===== config.mk =====
export PLATFORM = sky130hd
export DESIGN_NAME = counter_step_classify
export DESIGN_NICKNAME = d
export VERILOG_FILES = /design/src/rtl/counter_pkg.sv /design/src/rtl/counter_step_classify.sv
export SDC_FILE = /design/constraint.sdc
export NUM_CORES = 1
export LEC_CHECK = 0
export ABC_AREA = 0
export ABC_CLOCK_PERIOD_IN_PS = 2400
export BUFFER_PORTS_ARGS = -buffer_cell sky130_fd_sc_hd__buf_4
export CORE_AREA = 4 4 41 43
export DETAILED_ROUTE_END_ITERATION = 8
export DIE_AREA = 0 0 45 47
export PLACE_DENSITY = 0.65
export SYNTH_ARGS = -nofsm -noshare
export SYNTH_HDL_FRONTEND = slang
export SYNTH_SLANG_ARGS = --single-unit

===== constraint.sdc =====
create_clock -name vclk -period 2.4
set_clock_uncertainty 0.15 [all_clocks]
set_input_delay 0.24 -clock vclk [all_inputs]
set_output_delay 0.24 -clock vclk [all_outputs]
set_load 0.01 [all_outputs]

===== src/rtl/counter_pkg.sv =====
// Shared types and defaults for the up/down even/odd counter checker.
//   step_t      : classification of one sample-to-sample step
//   chk_state_t : checker FSM states
package counter_pkg;

  localparam int N_DEF        = 8;
  localparam int LOCK_CNT_DEF = 4;
  localparam int ECW_DEF      = 8;

  typedef enum logic [2:0] {
    STEP_P1,
    STEP_P2,
    STEP_M1,
    STEP_M2,
    STEP_BAD
  } step_t;

  typedef enum logic [1:0] {
    IDLE,
    ACQ,
    LOCKED
  } chk_state_t;

endpackage


===== src/rtl/counter_step_classify.sv =====
// Combinational step classifier.
//   prev : previous decoded sample
//   c    : current decoded sample
//   step : +1 / +2 / -1 / -2 / BAD, with arithmetic modulo 2^N
//   dir  : 1 when the step is positive
//   par  : parity mode implied by the current sample (1 = even stream)
module counter_step_classify
  import counter_pkg::*;
#(
  parameter int N = N_DEF
) (
  input  logic [N-1:0] prev,
  input  logic [N-1:0] c,
  output step_t        step,
  output logic         dir,
  output logic         par
);

  logic [N-1:0] d;

  always_comb begin
    d    = c - prev;
    step = STEP_BAD;
    dir  = 1'b0;
    par  = ~c[0];
    if (d == N'(1)) begin
      step = STEP_P1;
      dir  = 1'b1;
    end else if (d == N'(2)) begin
      step = STEP_P2;
      dir  = 1'b1;
    end else if (d == {N{1'b1}}) begin
      step = STEP_M1;
    end else if (d == {{(N-1){1'b1}}, 1'b0}) begin
      step = STEP_M2;
    end
  end

endmodule


==> results.md, run 1 <==
- Of all nets on the critical path, the largest fanout is 3.
- The number of cells in the finished layout apart from fillers is between 100 and 150.
- The number of different library cells used by synthesis comes to 29.
- The area of the die is ~0.0021 mm².
- The number of antenna violations at the first check in global routing is 0.
- 0 antenna diodes ended up in the layout.
- The minimum period implied by the final worst setup slack is between 2000 and 3000 ps.
- The detailed-route wire length is between 1000 and 1500 µm.
- Of the available clock period, the critical path in the final layout requires 107%.
- Data on the critical path is required at its endpoint by roughly 2000 ps.
- The layer carrying the most global-route usage is met2.
- The checks that failed: negative setup slack.
- The analysis attributes to cell leakage a power of just under 0.4 nW.
- The total track usage is 12.1%.
- The total negative slack for setup checks is -340 ps.
- The count of buffers added on input and output ports is 21.
- The flow ran to the end, but the final reports show violations.
- The final worst slack is -173 ps.
- Of the cells placed in the final design, the portion with a size suffix greater than 1 is 47.5%.
- The cell that appears most often on the critical path is buf_6.
- Overall power consumption after layout is estimated at around 0.0002 W.
- The number of slew-limit violations in the final report is 0.
- In this run the remaining antenna-violating nets after routing total 0.
- Setup repair after global routing could not meet its margin everywhere.
- The Yosys step of the flow raised 0 warnings.
- The total area inside the core boundary comes to roughly 0.0013 mm².
- The number of max-capacitance violations reported is 0.
- The total via count in the routed design is 574.
- The synthesized area per cell is roughly 7 µm².
- Counting both buffers and inverters, the worst setup path holds a total of 3.
- The routing usage on met1 is 14.4%.
- After layout, the clock buffer instance count stands at 0.
- After the first detailed-routing iteration, the DRC count stood at 1.
- The final hold violation count is 0.
- Compared with the post-synthesis result, the final layout area differs by 74.0%.
- The average vias per placed instance is between 5 and 6.
- Entering global routing, the biggest net connects 8 pins.
- The post-detailed-placement half-perimeter wirelength is just over 1000 µm.
- The first global-routing pass estimated 2030 µm of wire.
- Ranked by total cell area, the synthesized netlist is headed by ha_1 21%, xnor2_1 7.5%, inv_1 7.2%.
- Counting every instance in the synthesized netlist gives between 60 and 70.
- The number of ports placed on the die boundary is 21.
- The met2 track demand over resource is 25.1%.
- Sequential cells were found to cover 0% of the synthesized design area.
- The floorplan has 13 rows.
- Grouping stages by cell kind, the critical path spends the most delay in compound AO/OA/AOI/OAI gates.
- The upper clock frequency limit is 389 MHz.
- The die span in y is approximately 47 µm.
- The signal on the critical path passes through buf_6 > inv_4 > ha_4 > fa_2 > nand2b_4 > a2111oi_4 > a211o_1 > nand2_1 > or3_4 > o22a_1 > buf_6.
- For the pin with the worst max-slew slack, the measured transition is ~350 ps.
- VDD sags by at most between 0.1 and 0.15 mV.
- The fraction of met3 tracks used by global routing is 0%.
- Buffers inserted to repair hold after CTS numbered 0.
- Among all stages on the critical path, the largest delay is contributed by or3_4.
- Registers take 0 µm².
- The sort of element at the start of the critical path is an input pin.
- The synthesized design spends more area on one cell type than any other, namely ha_1.
- The placer congestion estimate is 0.726.
- After detailed placement, the design holds a cell count of 113.
- The setup path with the least slack is of type input pin to output pin.
- The post-synthesis instance area is 467 µm².
- The type of element capturing the critical path is an output pin.
- Setup violations remaining at the end of the flow were counted as 4.
- The first detailed-routing pass ran for 2 iterations.
- The largest single stage delay on the critical path is roughly 350 ps.
- The data arrival time of the critical path is 2180 ps.
- There are 0 flip-flops and latches.
- Of the post-synthesis cell area, the dominant cell type holds ~21%.
- The die width is between 40 and 50 µm.
- In the final routed layout, each cell accounts on average for ~11 µm.
- The max-slew headroom at the worst pin is 76.4%.
- The power per cell area is about 240 mW/mm².
- For this run, design rule violations remaining after detail routing come to 0.
- The post-synthesis net count is between 90 and 100.
- The via count of the first global-routing pass is between 500 and 600.
- For this configuration, the core starts out at a cell density of 35.9%.
- The net count of the finished layout is roughly 130.
- The total overflow left after global routing is 0.
- The class of the most critical hold timing path is input pin to output pin.
## cells in the final DEF (no fill, tap or decap), types with 2 or more instances in the layout
| cell type | count |
|---|---|
| nor2_1 | 6 |
| nand2_1 | 2 |
| ha_1 | 7 |
| a21oi_2 | 3 |
| buf_4 | 30 |
| nand2b_4 | 2 |
| nand3_1 | 2 |
| nor3b_1 | 2 |
| a21oi_1 | 3 |
| xor2_1 | 2 |
| xnor2_1 | 4 |
| inv_1 | 8 |
| buf_6 | 3 |
| nand2b_1 | 2 |
| o21ai_1 | 2 |
## final cells by class
class,instances,area (µm²)
tap,15,18.8
fill,124,489
timing repair buffer,33,259
inverter,10,40.0
multi-input combinational,56,494
## cell usage after synthesis
cell	n
a2111o_1	1
a2111oi_0	1
a211o_1	1
a21o_1	1
a21oi_1	6
a311oi_1	1
a41oi_1	1
fa_1	1
ha_1	8
inv_1	9
inv_2	1
nand2_1	2
nand2b_1	4
nand3_1	3
nand3b_1	1
nor2_1	6
nor2_2	1
nor2b_1	1
nor3_1	1
nor3b_1	2
o211ai_2	1
o21ai_0	1
o21ai_1	2
o22a_1	1
or3_1	1
or3_4	1
or3b_1	1
xnor2_1	4
xor2_1	2
## stage by stage
step / instance area, µm² / utilization [%] / hold slack [ps] / worst slack (ps)
after floorplan: 485 / - / 394 / -18.5
after global placement: 744 / 57.2 / 713 / -184
after detailed placement: 744 / 57.2 / 730 / -220
after CTS: 803 / 61.7 / 692 / -154
after global routing: 812 / 62.4 / 703 / -269
final: 812 / 62.4 / 687 / -173
## path summary, 6_finish.rpt
path	from	endpoint	slack [ps]	depth (start not counted)
max	c[0]	step[2]	-170	11
min	c[0]	par	690	4
## tightest hold or removal path: cells and delay by family
family | cells | cell delay, ps
buffers and inverters | 4 | 360
## power by group
group          switching, W  internal [W]
sequential                0             0
combinational     0.0000941      0.000104
clock                     0             0
total             0.0000941      0.000104
## metal layers
metal | vias to the layer above | share of wire, %
met4 | 0 | 0
met2 | 15 | 53
met1 | 256 | 41
met3 | 0 | 5.6
li1 | 303 | -
met5 | - | 0
## cell families (layout without fill, tap and decap cells)
kind of cell / Yosys count / after routing / synth area share [%]
and+or+nand+nor: 24 / 24 / 29.2
AOI/OAI and AO/OA: 17 / 17 / 25.7
buffers and inverters: 10 / 43 / 8.04
adders and majority gates: 9 / 9 / 25.7
xor gates and xnor gates: 6 / 6 / 11.3
## timing repair
item	CTS	global route
pin swaps	4	1
resized for setup	10	2
setup buffers	1	0
setup endpoints to repair	3	4
Power figures use the tool's default switching activity.
==> inputs of run 2 (changes only) <==
--- a/config.mk
+++ b/config.mk
@@ -8,10 +8,10 @@
 export ABC_AREA = 0
 export ABC_CLOCK_PERIOD_IN_PS = 2400
 export BUFFER_PORTS_ARGS = -buffer_cell sky130_fd_sc_hd__buf_4
-export CORE_AREA = 4 4 41 43
+export CORE_AREA = 4 4 43 45
 export DETAILED_ROUTE_END_ITERATION = 8
-export DIE_AREA = 0 0 45 47
-export PLACE_DENSITY = 0.65
+export DIE_AREA = 0 0 47 49
+export PLACE_DENSITY = 0.59
 export SYNTH_ARGS = -nofsm -noshare
 export SYNTH_HDL_FRONTEND = slang
 export SYNTH_SLANG_ARGS = --single-unit
==> run 2 against run 1 <==
The flow still finishes with violations (negative setup slack). Core utilization shrank 8.2 points. Count of clock-buffer cells in the layout unchanged. Routed wire length decreased by 2.7%. Final cell count up 0.88%. Design area decreased by 1.7%. Total power decreased by 2.6%. Worst hold slack worse by 120 ps. Sequential cell count did not move. Setup slack better by 16 ps. Critical path type unchanged. Critical endpoint unchanged. Highest routed layer unchanged.
==> results.md, run 2 (synthesis results as in run 1) <==
- The required time at the endpoint of the critical path is 2010 ps (about the same).
- The residual antenna-violating net count after detailed routing is 0 (unchanged).
- The leakage dissipation is 0.386 nW (-1.7%).
- The first-pass GRT wire length is 1890 µm (-6.8%).
- The number of cells in the finished layout apart from fillers is 115 (+0.88%).
- The number of cell rows is 14 (+1).
- The area of the die is 0.00230 mm² (+8.9%).
- The number of design rule violations left after detail routing came to 0 (unchanged).
- The final worst slack came to -157 ps (+15.8 ps).
- The flow ran to the end, but the final reports show violations.
- The final routed wire length divided by cell count is 10.3 µm (-3.5%).
- The number of ports placed on the die boundary came to 21 (unchanged).
- The number of antenna violations at the first check in global routing is 0 (unchanged).
- The post-detailed-placement half-perimeter wirelength is 980 µm (-5.5%).
- The power per cell area is 242 mW/mm² (-0.97%).
- The startpoint of the lowest-slack hold path is c[0].
- The depth of the worst hold-timing path came to 3 (-1).
- The die width came to 47 µm (+4.4%).
- The launching element of the worst setup path is c[0].
- The minimum period implied by the final worst setup slack is 2560 ps (-15.8 ps).
- The total via count in the routed design is 563 (-1.9%).
- The average vias per placed instance is 4.90 (-2.8%).
- In the layout the commonest cells are 30 x buf_4, 8 x inv_1, 6 x ha_1.
- The largest driver fanout on the critical path was 3 (unchanged).
- The number of setup violations in the final report is 3 (-1).
- The count of clock-net buffers in the final layout came to 0 (unchanged).
- The placer congestion estimate was 0.753 (+3.7%).
- The combined flip-flop and latch cell area is 0 µm² (unchanged).
- The delay of the slowest cell on the worst path is 350 ps (about the same).
- Walking the worst path, the cells encountered are buf_6 > inv_4 > ha_4 > fa_2 > nand2b_4 > a2111oi_4 > a211o_1 > nand2_1 > or3_4 > o22a_1 > buf_6.
- The residual overflow from global routing is 0 (unchanged).
- The slowest stage of the critical path is the or3_4 cell.
- The hold buffer count at CTS is 0 (unchanged).
- The most numerous cell type found on the critical path is buf_6.
- The detailed-route wire length is 1190 µm (-2.7%).
- The total track usage is 10.3% (-1.8 points).
- The type of element capturing the critical path is an output pin.
- The final layout net count came to 126 (unchanged).
- The number of iterations in the first detailed-routing pass is 3 (+1).
- The max-slew headroom at the worst pin came to 80.4% (+4.0 points).
- The sequential cell count came to 0 (unchanged).
- The fraction of final layout cells sized beyond drive strength 1 is 45.5% (-2.0 points).
- The final hold slack is 569 ps (-118 ps).
- Leaving out fill and tap cells, the most frequent cell in the layout is buf_4.
- The quantity of I/O buffers inserted on ports is 21 (unchanged).
- The startpoint-to-endpoint class of the critical path is input pin to output pin.
- The starting density of the core is 31.7% (-4.1 points).
- The upper clock frequency limit is 391 MHz (+0.62%).
- The pin slew with the least headroom to its limit is 294 ps (-59.6 ps).
- The final antenna diode count came to 0 (unchanged).
- The number of slew-limit violations in the final report was 0 (unchanged).
- The area of the core is 0.00147 mm² (+13%).
- The via count of the first global-routing pass is 493 (-6.6%).
- The largest net degree at the start of global routing was 8 (unchanged).
- STA classifies the critical path startpoint as an input pin.
- The area growth from synthesis to layout is 71.0%.
- The number of max-capacitance violations reported is 0 (unchanged).
- The number of cells in the design after placement is 113 (unchanged).
- The class of the most critical hold timing path is input pin to output pin.
- Setup repair after global routing could not meet its margin everywhere.
- The share of the clock period used by the worst path came to 107% (-0.66 points).
- The DRC marker count from the first detailed-route iteration came to 8 (+7).
- The final hold violation count came to 0 (unchanged).
- The largest vdd supply drop came to 0.127 mV (+0.81%).
- The die span in y is 49 µm (+4.3%).
- The data arrival time of the critical path is 2170 ps (about the same).
- The checks that failed: negative setup slack.
run 2: path summary, 6_finish.rpt:
check,slack [ps],end
setup / recovery,-160,step[2]
hold / removal,570,par
run 2: layout make-up:
type                            instances  area, µm²
Tap cell                               16       20.0
Timing Repair Buffer                   33        259
Inverter                               10       40.0
Multi-Input combinational cell         56        479
Fill cell                             147        673
run 2: metrics by stage:
| step | utilization, % | power [W] | setup WS (ps) | TNS, ps | area [µm²] |
|---|---|---|---|---|---|
| 4_1_cts | 53.4 | 0.000191 | -170 | -298 | 786 |
| 3_3_place_gp | 50.2 | 0.000174 | -197 | -371 | 738 |
| 3_5_place_dp | 50.2 | 0.000176 | -214 | -395 | 738 |
| 5_1_grt | 54.3 | 0.000215 | -241 | -787 | 798 |
| 2_1_floorplan | - | 0.000112 | -18.5 | -18.5 | 485 |
| 6_report | 54.3 | 0.000193 | -157 | -320 | 798 |
run 2: routing by layer:
metal  global-route usage (%)  wire length, µm  vias up
li1                         -                -      302
met1                     14.0              499      246
met2                     18.6              624       15
met3                        0               65        0
met4                        0                0        0
met5                        0                0        -
run 2: worst max-delay path: cells and delay by family:
kind                     cells  cell delay [ps]
AO/OA/AOI/OAI                3              650
buffers and inverters        3              220
adder cells (fa/ha/maj)      2              470
AND/OR/NAND/NOR              3              560
run 2: timing repair:
item / in CTS / in global routing
buffers inserted: 1 / 1
pin swaps: 6 / 5
setup endpoints to repair: 3 / 4
resized for setup: 8 / 2
run 2: power breakdown:
group,leakage (nW),switching [W],internal [W]
clock network,0,0,0
registers,0,0,0
logic,0.386,0.0000891,0.000104
total,0.386,0.0000891,0.000104
==> inputs of run 3 (changes only) <==
==> constraint.sdc (replaced) <==
create_clock -name vclk -period 2.4
set_clock_uncertainty 0.15 [all_clocks]
set_input_delay 0.72 -clock vclk [all_inputs]
set_output_delay 0.72 -clock vclk [all_outputs]
set_load 0.01 [all_outputs]
==> run 3 against run 2 <==
The flow still finishes with violations (negative setup slack). Routed wire length decreased by 8.2%. Total power decreased by 3.4%. Design area decreased by 1.3%. Largest power group unchanged.
==> results.md, run 3 (synthesis results as in run 1) <==
- The flow ran to the end, but the final reports show violations.
- The final reports fail on negative setup slack.
- The data arrival time of the critical path is 2620 ps (+450 ps).
- The total track usage came to 9.83% (-0.43 points).
- The pin slew with the least headroom to its limit is 311 ps (+17.1 ps).
- The starting density of the core came to 31.7% (unchanged).
- The residual overflow from global routing is 0 (unchanged).
- The final antenna diode count is 0 (unchanged).
- The leakage dissipation is 0.378 nW (-2.1%).
- The startpoint of the lowest-slack hold path is c[0].
- The share of the clock period used by the worst path came to 146% (+39 points).
- The die width is 47 µm (unchanged).
- The detailed-route wire length came to 1090 µm (-8.2%).
- The fraction of final layout cells sized beyond drive strength 1 is 45.4% (-0.094 points).
- The post-place setup slack is -1180 ps (-962 ps).
- The combined flip-flop and latch cell area is 0 µm² (unchanged).
- The number of iterations in the first detailed-routing pass was 4 (+1).
- The residual antenna-violating net count after detailed routing is 0 (unchanged).
- The launching element of the worst setup path is c[0].
- The number of setup violations in the final report is 4 (+1).
- The post-detailed-placement half-perimeter wirelength was 965 µm (-1.5%).
- The number of cell rows is 14 (unchanged).
- The quantity of I/O buffers inserted on ports was 21 (unchanged).
- The sequential cell count came to 0 (unchanged).
- The minimum period implied by the final worst setup slack was 3490 ps (+937 ps).
- The via count of the first global-routing pass is 488 (-1.0%).
- The first-pass GRT wire length is 1860 µm (-1.8%).
- The number of inserted filler cells in the final layout is 152 (+3.4%).
- The required time at the endpoint of the critical path is 1530 ps (-480 ps).
- The number of post-CTS setup repair buffers was 0 (-1).
- The final routed wire length divided by cell count came to 9.66 µm (-6.6%).
- The count of clock-net buffers in the final layout is 0 (unchanged).
- The final worst slack came to -1090 ps (-937 ps).
- Setup repair after global routing could not meet its margin everywhere.
- The sort of element at the start of the critical path is an input pin.
- The largest net degree at the start of global routing is 8 (unchanged).
- The total via count in the routed design was 556 (-1.2%).
- Leaving out fill and tap cells, the most frequent cell in the layout is buf_4.
- Relative to the synthesized area, the layout overhead comes to 68.9%.
- The largest vdd supply drop was 0.0973 mV (-23%).
- The die span in y is 49 µm (unchanged).
- The final hold violation count is 0 (unchanged).
- The number of slew-limit violations in the final report is 0 (unchanged).
- The number of max-capacitance violations reported is 0 (unchanged).
- The class of the most critical hold timing path is input pin to output pin.
- The largest driver fanout on the critical path is 3 (unchanged).
- The average vias per placed instance came to 4.92 (+0.50%).
- The DRC marker count from the first detailed-route iteration was 2 (-6).
- The type of element capturing the critical path is an output pin.
- The placer congestion estimate is 0.723 (-3.9%).
- The number of cells in the design after placement is 113 (unchanged).
- The area of the core is 0.00147 mm² (unchanged).
- The startpoint-to-endpoint class of the critical path is input pin to output pin.
- The number of cells in the finished layout apart from fillers is 113 (-1.7%).
- The final layout net count came to 124 (-1.6%).
- The number of design rule violations left after detail routing is 0 (unchanged).
- Leaving out fill and tap cells, the most frequent cells in the layout are 28 x buf_4, 8 x inv_1, 6 x ha_1.
- The number of ports placed on the die boundary is 21 (unchanged).
- The power per cell area is 237 mW/mm² (-2.1%).
- The number of antenna violations at the first check in global routing is 0 (unchanged).
- The upper clock frequency limit is 286 MHz (-27%).
- The area of the die is 0.00230 mm² (unchanged).
- The max-slew headroom at the worst pin is 79.2% (-1.1 points).
-- run 3: changes by cell type in the layout (fill, tap and decap cells not counted), sizes merged --
cell	delta
buf	-2
-- run 3: cell type report --
class              count  area, µm²  share of cell area [%]
well taps             16       20.0                    2.54
repair buffers        31        244                    31.0
multi-input cells     56        484                    61.4
inverters             10       40.0                    5.08
-- run 3: routing by layer --
metal	routed length (µm)	global-route usage [%]
met5	0	0
met4	0	0
met3	79	0
met2	555	17.2
met1	457	13.9
-- run 3: worst paths after layout --
check / cells past startpoint / to
max: 11 / step[2]
min: 3 / par
-- run 3: through the flow --
step	TNS [ps]	area (µm²)	hold WS [ps]	total power, W	utilization [%]
6_report	-3930	788	1530	0.000186	53.6
4_1_cts	-4010	786	1530	0.000187	53.4
3_3_place_gp	-4100	741	1550	0.000175	50.3
3_5_place_dp	-4190	741	1560	0.000176	50.3
2_1_floorplan	-3550	488	1350	0.000113	-
5_1_grt	-4390	788	1540	0.000210	53.6
-- run 3: where the power goes --
group	internal, W	leakage, nW	switching [W]	total (W)
logic	0.0000987	0.378	0.0000878	0.000186
clock network	0	0	0	0
registers	0	0	0	0
total	0.0000987	0.378	0.0000878	0.000186
-- run 3: critical path: stages --
cell and delay (ps):
buf_6 70, inv_4 30, ha_4 150, fa_2 330, nand2b_4 160, a2111oi_4 280, a211o_1 150, nand2_1 50
or3_4 340, o22a_1 220, buf_6 120
-- run 3: repair_timing --
item / 4_1_cts / 5_1_grt
resized for setup: 9 / 1
endpoints found under the setup margin: 4 / 4
hold buffers: 0 / 0
pin swaps: 2 / 3
